===== src/rtl/dbg_gpio_pkg.sv =====
// Shared constants and types for the debug board-I/O controller:
// command opcodes, reply codes, FSM states and a counter-width helper.
package dbg_gpio_pkg;

    localparam logic [7:0] OP_RD_SW   = 8'h01;
    localparam logic [7:0] OP_RD_EVT  = 8'h02;
    localparam logic [7:0] OP_WR_LED  = 8'h03;
    localparam logic [7:0] OP_RD_LED  = 8'h04;
    localparam logic [7:0] OP_RD_STAT = 8'h05;

    localparam logic [7:0] ACK = 8'h06;
    localparam logic [7:0] NAK = 8'h15;

    typedef enum logic [1:0] {
        IDLE     = 2'd0,
        WAIT_ARG = 2'd1,
        RESP     = 2'd2
    } state_t;

    // Bits needed for a counter that runs from 0 to n-1.
    function automatic int cnt_width(input int n);
        return (n <= 2) ? 1 : $clog2(n);
    endfunction

endpackage


===== src/rtl/dbg_gpio_uart_ctrl_if.sv =====
// UART byte-stream link between the host-side UART and the I/O controller.
interface dbg_gpio_uart_ctrl_if;
    logic [7:0] rx_data;
    logic       rx_valid;
    logic [7:0] tx_data;
    logic       tx_valid;
    logic       tx_ready;

    modport master (
        output rx_data, rx_valid, tx_ready,
        input  tx_data, tx_valid
    );

    modport slave (
        input  rx_data, rx_valid, tx_ready,
        output tx_data, tx_valid
    );
endinterface


===== src/rtl/dbg_debounce.sv =====
// Per-bit 2-flop synchroniser followed by a hold-time debounce counter;
// a new level is accepted only after it has been seen for DEB_CYCLES cycles.
module dbg_debounce
    import dbg_gpio_pkg::*;
#(
    parameter int WIDTH      = 1,
    parameter int DEB_CYCLES = 2
) (
    input  logic             clk_i,
    input  logic             rst_i,
    input  logic [WIDTH-1:0] raw_i,
    output logic [WIDTH-1:0] stable_o
);
    localparam int            CW       = cnt_width(DEB_CYCLES);
    localparam logic [CW-1:0] CNT_LAST = CW'(DEB_CYCLES - 1);

    logic [WIDTH-1:0] sync1_r;
    logic [WIDTH-1:0] sync2_r;
    logic [WIDTH-1:0] stable_r;
    logic [CW-1:0]    cnt_r [WIDTH];

    // Synchronise the asynchronous raw inputs into the clock domain.
    always_ff @(posedge clk_i or posedge rst_i) begin
        if (rst_i) begin
            sync1_r <= '0;
            sync2_r <= '0;
        end else begin
            sync1_r <= raw_i;
            sync2_r <= sync1_r;
        end
    end

    // Count how long each synced bit differs from its accepted level; any agreement restarts it.
    always_ff @(posedge clk_i or posedge rst_i) begin
        if (rst_i) begin
            stable_r <= '0;
            for (int i = 0; i < WIDTH; i++) begin
                cnt_r[i] <= '0;
            end
        end else begin
            for (int i = 0; i < WIDTH; i++) begin
                if (sync2_r[i] != stable_r[i]) begin
                    if (cnt_r[i] == CNT_LAST) begin
                        stable_r[i] <= sync2_r[i];
                        cnt_r[i]    <= '0;
                    end else begin
                        cnt_r[i] <= cnt_r[i] + CW'(1);
                    end
                end else begin
                    cnt_r[i] <= '0;
                end
            end
        end
    end

    assign stable_o = stable_r;
endmodule


===== src/rtl/dbg_gpio_uart_ctrl.sv =====
// Debounced buttons/switches, button-press event capture and an LED register,
// all exposed to the host through a one-opcode / optional-argument byte protocol.
module dbg_gpio_uart_ctrl
    import dbg_gpio_pkg::*;
#(
    parameter int N_BTN       = 4,
    parameter int N_SW        = 8,
    parameter int N_LED       = 7,
    parameter int DEB_CYCLES  = 250000,
    parameter int ARG_TIMEOUT = 2500000
) (
    input  logic                 clk_i,
    input  logic                 rst_i,
    input  logic [N_BTN-1:0]     btn_i,
    input  logic [N_SW-1:0]      sw_i,
    dbg_gpio_uart_ctrl_if.slave  uart,
    output logic [N_LED-1:0]     led_o,
    output logic [N_BTN-1:0]     btn_o,
    output logic [N_SW-1:0]      sw_o,
    output logic                 busy_o,
    output logic                 overrun_o
);
    localparam int            TW       = cnt_width(ARG_TIMEOUT);
    localparam logic [TW-1:0] TMO_LAST = TW'(ARG_TIMEOUT - 1);

    state_t           state_r;
    logic [TW-1:0]    tmo_r;
    logic [7:0]       tx_data_r;
    logic             tx_valid_r;
    logic [N_LED-1:0] led_r;
    logic             busy_r;
    logic [N_BTN-1:0] btn_prev_r;
    logic [N_BTN-1:0] evt_r;
    logic             ovr_r;

    logic [N_BTN-1:0] rise_s;
    logic [N_BTN-1:0] evt_clr_s;
    logic             ovr_clr_s;
    logic             ovr_set_s;
    logic [7:0]       sw_ext_s;
    logic [7:0]       evt_ext_s;
    logic [7:0]       led_ext_s;
    logic [7:0]       reply_s;

    dbg_debounce #(.WIDTH(N_BTN), .DEB_CYCLES(DEB_CYCLES)) u_btn_deb (
        .clk_i    (clk_i),
        .rst_i    (rst_i),
        .raw_i    (btn_i),
        .stable_o (btn_o)
    );

    dbg_debounce #(.WIDTH(N_SW), .DEB_CYCLES(DEB_CYCLES)) u_sw_deb (
        .clk_i    (clk_i),
        .rst_i    (rst_i),
        .raw_i    (sw_i),
        .stable_o (sw_o)
    );

    // Zero-extend the readable registers to a reply byte.
    always_comb begin
        sw_ext_s  = 8'h00;
        evt_ext_s = 8'h00;
        led_ext_s = 8'h00;
        sw_ext_s[N_SW-1:0]   = sw_o;
        evt_ext_s[N_BTN-1:0] = evt_r;
        led_ext_s[N_LED-1:0] = led_r;
    end

    // Reply byte for an opcode received in IDLE.
    always_comb begin
        reply_s = NAK;
        case (uart.rx_data)
            OP_RD_SW:   reply_s = sw_ext_s;
            OP_RD_EVT:  reply_s = evt_ext_s;
            OP_RD_LED:  reply_s = led_ext_s;
            OP_RD_STAT: reply_s = {6'b000000, |evt_r, ovr_r};
            default:    reply_s = NAK;
        endcase
    end

    // Clear requests are issued when the reply is loaded; new sets still win afterwards.
    always_comb begin
        rise_s    = btn_o & ~btn_prev_r;
        ovr_set_s = (state_r == RESP) && uart.rx_valid;
        if ((state_r == IDLE) && uart.rx_valid) begin
            evt_clr_s = (uart.rx_data == OP_RD_EVT) ? evt_r : '0;
            ovr_clr_s = (uart.rx_data == OP_RD_STAT);
        end else begin
            evt_clr_s = '0;
            ovr_clr_s = 1'b0;
        end
    end

    // Button-press event capture and sticky overrun flag.
    always_ff @(posedge clk_i or posedge rst_i) begin
        if (rst_i) begin
            btn_prev_r <= '0;
            evt_r      <= '0;
            ovr_r      <= 1'b0;
        end else begin
            btn_prev_r <= btn_o;
            evt_r      <= (evt_r & ~evt_clr_s) | rise_s;
            ovr_r      <= (ovr_r & ~ovr_clr_s) | ovr_set_s;
        end
    end

    // Command FSM with registered reply, LED register and busy flag.
    always_ff @(posedge clk_i or posedge rst_i) begin
        if (rst_i) begin
            state_r    <= IDLE;
            tmo_r      <= '0;
            tx_data_r  <= 8'h00;
            tx_valid_r <= 1'b0;
            led_r      <= '0;
            busy_r     <= 1'b0;
        end else begin
            case (state_r)
                IDLE: begin
                    if (uart.rx_valid) begin
                        busy_r <= 1'b1;
                        if (uart.rx_data == OP_WR_LED) begin
                            state_r <= WAIT_ARG;
                            tmo_r   <= '0;
                        end else begin
                            tx_data_r  <= reply_s;
                            tx_valid_r <= 1'b1;
                            state_r    <= RESP;
                        end
                    end
                end
                WAIT_ARG: begin
                    if (uart.rx_valid) begin
                        led_r      <= uart.rx_data[N_LED-1:0];
                        tx_data_r  <= ACK;
                        tx_valid_r <= 1'b1;
                        state_r    <= RESP;
                    end else if (tmo_r == TMO_LAST) begin
                        tx_data_r  <= NAK;
                        tx_valid_r <= 1'b1;
                        state_r    <= RESP;
                    end else begin
                        tmo_r <= tmo_r + TW'(1);
                    end
                end
                RESP: begin
                    if (uart.tx_ready) begin
                        tx_valid_r <= 1'b0;
                        busy_r     <= 1'b0;
                        state_r    <= IDLE;
                    end
                end
                default: begin
                    tx_valid_r <= 1'b0;
                    busy_r     <= 1'b0;
                    state_r    <= IDLE;
                end
            endcase
        end
    end

    assign uart.tx_data  = tx_data_r;
    assign uart.tx_valid = tx_valid_r;
    assign led_o         = led_r;
    assign busy_o        = busy_r;
    assign overrun_o     = ovr_r;
endmodule


===== src/flat_wrapper.sv =====
// flat-port wrapper written by rule: the top's interface ports become plain ports
module dbg_gpio_uart_ctrl_flat import dbg_gpio_pkg::*;
#(
    parameter int N_BTN       = 4,
    parameter int N_SW        = 8,
    parameter int N_LED       = 7,
    parameter int DEB_CYCLES  = 250000,
    parameter int ARG_TIMEOUT = 2500000
)
  (clk_i, rst_i, btn_i, sw_i, led_o, btn_o, sw_o, busy_o, overrun_o, uart_rx_data, uart_rx_valid, uart_tx_ready, uart_tx_data, uart_tx_valid);
  dbg_gpio_uart_ctrl_if uart_i ();
  input  logic clk_i;
  input  logic rst_i;
  input  logic [N_BTN-1:0] btn_i;
  input  logic [N_SW-1:0] sw_i;
  output logic [N_LED-1:0] led_o;
  output logic [N_BTN-1:0] btn_o;
  output logic [N_SW-1:0] sw_o;
  output logic busy_o;
  output logic overrun_o;
  input wire logic [$bits(uart_i.rx_data)-1:0] uart_rx_data;
  input wire logic [$bits(uart_i.rx_valid)-1:0] uart_rx_valid;
  input wire logic [$bits(uart_i.tx_ready)-1:0] uart_tx_ready;
  output wire logic [$bits(uart_i.tx_data)-1:0] uart_tx_data;
  output wire logic [$bits(uart_i.tx_valid)-1:0] uart_tx_valid;
  assign uart_i.rx_data = uart_rx_data;
  assign uart_i.rx_valid = uart_rx_valid;
  assign uart_i.tx_ready = uart_tx_ready;
  assign uart_tx_data = uart_i.tx_data;
  assign uart_tx_valid = uart_i.tx_valid;
  dbg_gpio_uart_ctrl #(.N_BTN(N_BTN), .N_SW(N_SW), .N_LED(N_LED), .DEB_CYCLES(DEB_CYCLES), .ARG_TIMEOUT(ARG_TIMEOUT)) u_core (.clk_i(clk_i), .rst_i(rst_i), .btn_i(btn_i), .sw_i(sw_i), .uart(uart_i), .led_o(led_o), .btn_o(btn_o), .sw_o(sw_o), .busy_o(busy_o), .overrun_o(overrun_o));
endmodule

===== config.mk =====
export PLATFORM = sky130hd
export DESIGN_NAME = dbg_gpio_uart_ctrl_flat
export DESIGN_NICKNAME = d
export VERILOG_FILES = /design/src/rtl/dbg_gpio_pkg.sv /design/src/rtl/dbg_gpio_uart_ctrl_if.sv /design/src/rtl/dbg_debounce.sv /design/src/rtl/dbg_gpio_uart_ctrl.sv /design/src/flat_wrapper.sv
export SDC_FILE = /design/constraint.sdc
export NUM_CORES = 1
export LEC_CHECK = 0
export ABC_AREA = 1
export BUFFER_PORTS_ARGS = -buffer_cell sky130_fd_sc_hd__buf_4
export CAP_MARGIN = 20
export CORE_MARGIN = 2
export CORE_UTILIZATION = 55
export DETAILED_ROUTE_END_ITERATION = 10
export PLACE_DENSITY = 0.78
export SLEW_MARGIN = 20
export SYNTH_ARGS = -nofsm -noshare
export SYNTH_HDL_FRONTEND = slang
export SYNTH_SLANG_ARGS = --single-unit

===== constraint.sdc =====
create_clock -name clk_i -period 12.85 [get_ports clk_i]
set_clock_uncertainty 0.05 [all_clocks]
set_input_delay 0 -clock clk_i [delete_from_list [all_inputs] [get_ports clk_i]]
set_output_delay 0 -clock clk_i [all_outputs]
set_load 0.1 [all_outputs]

==> run_results.csv <==
group,metric,value,unit
clock_network,hold_buffers,26,
yosys,ys.warnings.count,0,
pwr,ir_drop,0.0770,mV
die,start_util,0.563,
worst_setup_path,critPathLaunchType,"register",
timing,maxSlewHeadroom,0.382,
timing,min_period,2.15,ns
drt,vias_per_cell,5.23,
yosys,synth_top_area_frac,0.479,
timing,period_share,0.168,
drt,drc,0,
pwr,power_density,131,nW/um^2
drt,post_drt_wl_per_cell,13.2,um
clock_network,clk_transition_reported_paths,0.06,ns
global_route,track_usage,0.230,
yosys,ys.flop_type,"dfrtp_1",
clock_network,cts_buffer_depth,3,
drt,drtAntennaViolNets,0,
yosys,syn_inst,2045,
drt,drt-total-wl,33800,um
yosys,synth-seq-cells,302,
timing,drv_slew,0,
pwr,p_clk_frac,0.413,
pwr,power_frac_seq,0.440,
die,core,28000,um^2
timing,worst_pin_slew,0.927,ns
yosys,syn-cell-area,15800,um^2
pwr,combPwrFrac,0.148,
pwr,switching_power,0.697,mW
die,rows,61,
pwr,totalPowerFinal,2.35,mW
placed_design,place_ws,10.85,ns
run,drv_cap,0,
global_route,grt_max_degree,156,
clock_network,htreeDepth,2,
timing,whs,0.0764,ns
min_path,min_path_type,"in2async",
placed_design,place_congestion,0.878,
final_layout,drive_gt1_frac,0.0676,
drt,via_count,13400,
drt,dr.pass1.iters,7,
status,status,"complete, no violations",
clock_network,cts_tree,"done",
clock_network,ctsResizeCount,0,
global_route,grt_first_pass_wirelength,59100,um
worst_setup_path,cp-startpoint,"u_core.tmo_r[0]",
clock_network,cts_buffers,35,
pwr,intPower,1.65,mW
global_route,grt-ovfl-total,0,
placed_design,io_buffers,53,
pwr,swShare,0.297,
global_route,grt_pass1_vias,13000,
timing,fin_tns_setup,0,ns
worst_setup_path,arrival,2.55,ns
yosys,synth-edff-count,0,
timing,setup_slack,10.70,ns
worst_setup_path,r2r.worst_path.cells,8,
clock_network,clk_latency,0.51,ns
clock_network,root_buffer,"clkbuf_16",
worst_setup_path,rr_startpoint,"u_core.tmo_r[0]",
timing,hold_viol_final,0,
worst_setup_path,critPathCapture,"u_core.state_r[1]",
yosys,yosysSeqAreaShare,0.479,
final_layout,nets,2185,
yosys,synthDistinctLibCells,37,
final_layout,num_antenna_cells,0,
timing,setup_viol,0,
final_layout,syn2layout_area_growth,13.9,%
yosys,async_flop_share,1.00,
die,io_pins,54,
die,die_h,173,um
drt,first_iter_violations,1132,
worst_setup_path,critPathCaptureType,"register",
clock_network,cts.sinks,302,
yosys,syn_nets,2082,
pwr,p_leak,8.19,nW
global_route,antenna_found_initial,0,
die,dieArea,30000,um^2
die,die-width,173,um
yosys,syn_area_per_cell,7.71,um^2
yosys,synth_area_leaders,"dfrtp_1 (48%), nand2_1 (11%), nor2_1 (9.5%)",
clock_network,post_cts_buffers,0,
worst_setup_path,critPathKind,"reg2reg",
worst_setup_path,critPathMaxFanout,14,
timing,fmax,0.464,GHz
worst_setup_path,worstPathRequired,13.24,ns
worst_setup_path,r2r_slack,10.70,ns
placed_design,place_hpwl,24100,um
yosys,yosysTopAreaCell,"dfrtp_1",
worst_setup_path,r2r_end,"u_core.state_r[1]",
timing,rsz0062_at_grt,"no",
placed cells by master (no fill, tap or decap), types with 8 or more instances in the layout:
master,instances
clkbuf_16,35
nor3b_1,24
xor2_1,92
nor2_1,398
nor3_1,92
nor4_1,8
dlygate4sd3_1,26
nand3_1,126
nor3_2,9
inv_1,257
o21ai_0,47
dfrtp_1,302
nand2_1,479
ha_1,13
a31oi_1,11
nand4_1,60
xnor2_1,24
buf_4,55
nand2_2,9
a21oi_1,41
clkbuf_1,10
routing by layer:
| metal | share of wire | GRT usage |
|---|---|---|
| met3 | 0.049 | 0.0349 |
| met1 | 0.46 | 0.318 |
| met2 | 0.47 | 0.384 |
| met5 | 0 | 0 |
| met4 | 0.018 | 0.0565 |
state kept, by name (all words and copies together) (netlist names), 7 cells and up:
signal / flops
u_core.tmo_r: 22
u_core.u_sw_deb.stable_o: 8
u_core.u_sw_deb.sync2_r: 8
u_core.uart.tx_data: 8
u_core.u_btn_deb.cnt_r: 72
u_core.led_o: 7
u_core.u_sw_deb.sync1_r: 8
u_core.u_sw_deb.cnt_r: 144
power by group through the flow:
stage	clock network [mW]	logic [mW]	registers, mW
4_1_cts	0.987	0.348	1.03
3_3_place_gp	0	0.333	1.05
2_1_floorplan	0	0.128	1.18
5_1_grt	1.03	0.373	1.04
3_5_place_dp	0	0.338	1.05
6_report	0.969	0.347	1.03
metrics by stage:
stage | util | area [um^2] | std cells
after floorplan | - | 15800 | 2045
after global placement | 0.591 | 16600 | 2463
after detailed placement | 0.591 | 16600 | 2463
after CTS | 0.641 | 17900 | 2551
after global routing | 0.641 | 18000 | 2551
final | 0.641 | 18000 | 2551
Yosys cell counts, drive strengths merged (8+ instances only):
master,n
nor2,409
dfrtp,302
buf,12
ha,13
nor3b,24
nor4,8
xor2,92
a21oi,41
inv,261
nand4,60
a31oi,11
nor3,105
o21ai,49
nand2,490
xnor2,24
nand3,127
cells by family (layout without fill, tap and decap cells):
family	Yosys count	in the layout	share of synthesized area
flip-flops	302	302	0.479
buffers and inverters	278	406	0.0690
adder cells (fa/ha/maj)	13	13	0.0103
XOR/XNOR	116	116	0.0644
AND/OR/NAND/NOR	1228	1228	0.341
AO/OA/AOI/OAI	108	108	0.0363
cell type report:
class	count	area (um^2)
Fill cell	2365	10100
Sequential cell	302	7560
Multi-Input combinational cell	1465	7120
Clock buffer	52	1010
Inverter	263	1000
Timing Repair Buffer	81	673
Tap cell	378	473
Clock inverter	10	116
worst min-delay path by stage:
stage / endpoint / slack, ns / cells past startpoint / from
6_report: u_core.u_sw_deb.cnt_r[123] / 0.08 / 3 / rst_i
5_1_grt: u_core.u_sw_deb.sync1_r[1] / 0.07 / 2 / sw_i[1]
3_5_place_dp: u_core.u_sw_deb.sync1_r[6] / 0.06 / 1 / sw_i[6]
2_1_floorplan: u_core.u_btn_deb.sync1_r[0] / -0.02 / 0 / btn_i[0]
4_1_cts: u_core.u_sw_deb.sync1_r[1] / 0.06 / 2 / sw_i[1]
3_3_place_gp: u_core.u_sw_deb.sync1_r[6] / 0.06 / 1 / sw_i[6]
critical path, cell delays in order (launching register included):
cell and delay [ns]:
dfrtp_1 0.39, ha_1 0.26, nand3_2 0.20, nor2_1 0.16, nand3_1 0.11, nand2_2 0.12
nand2_2 0.16, nand2_1 0.09, dlygate4sd3_1 0.54
No activity file was read; power rests on OpenSTA's default activity.
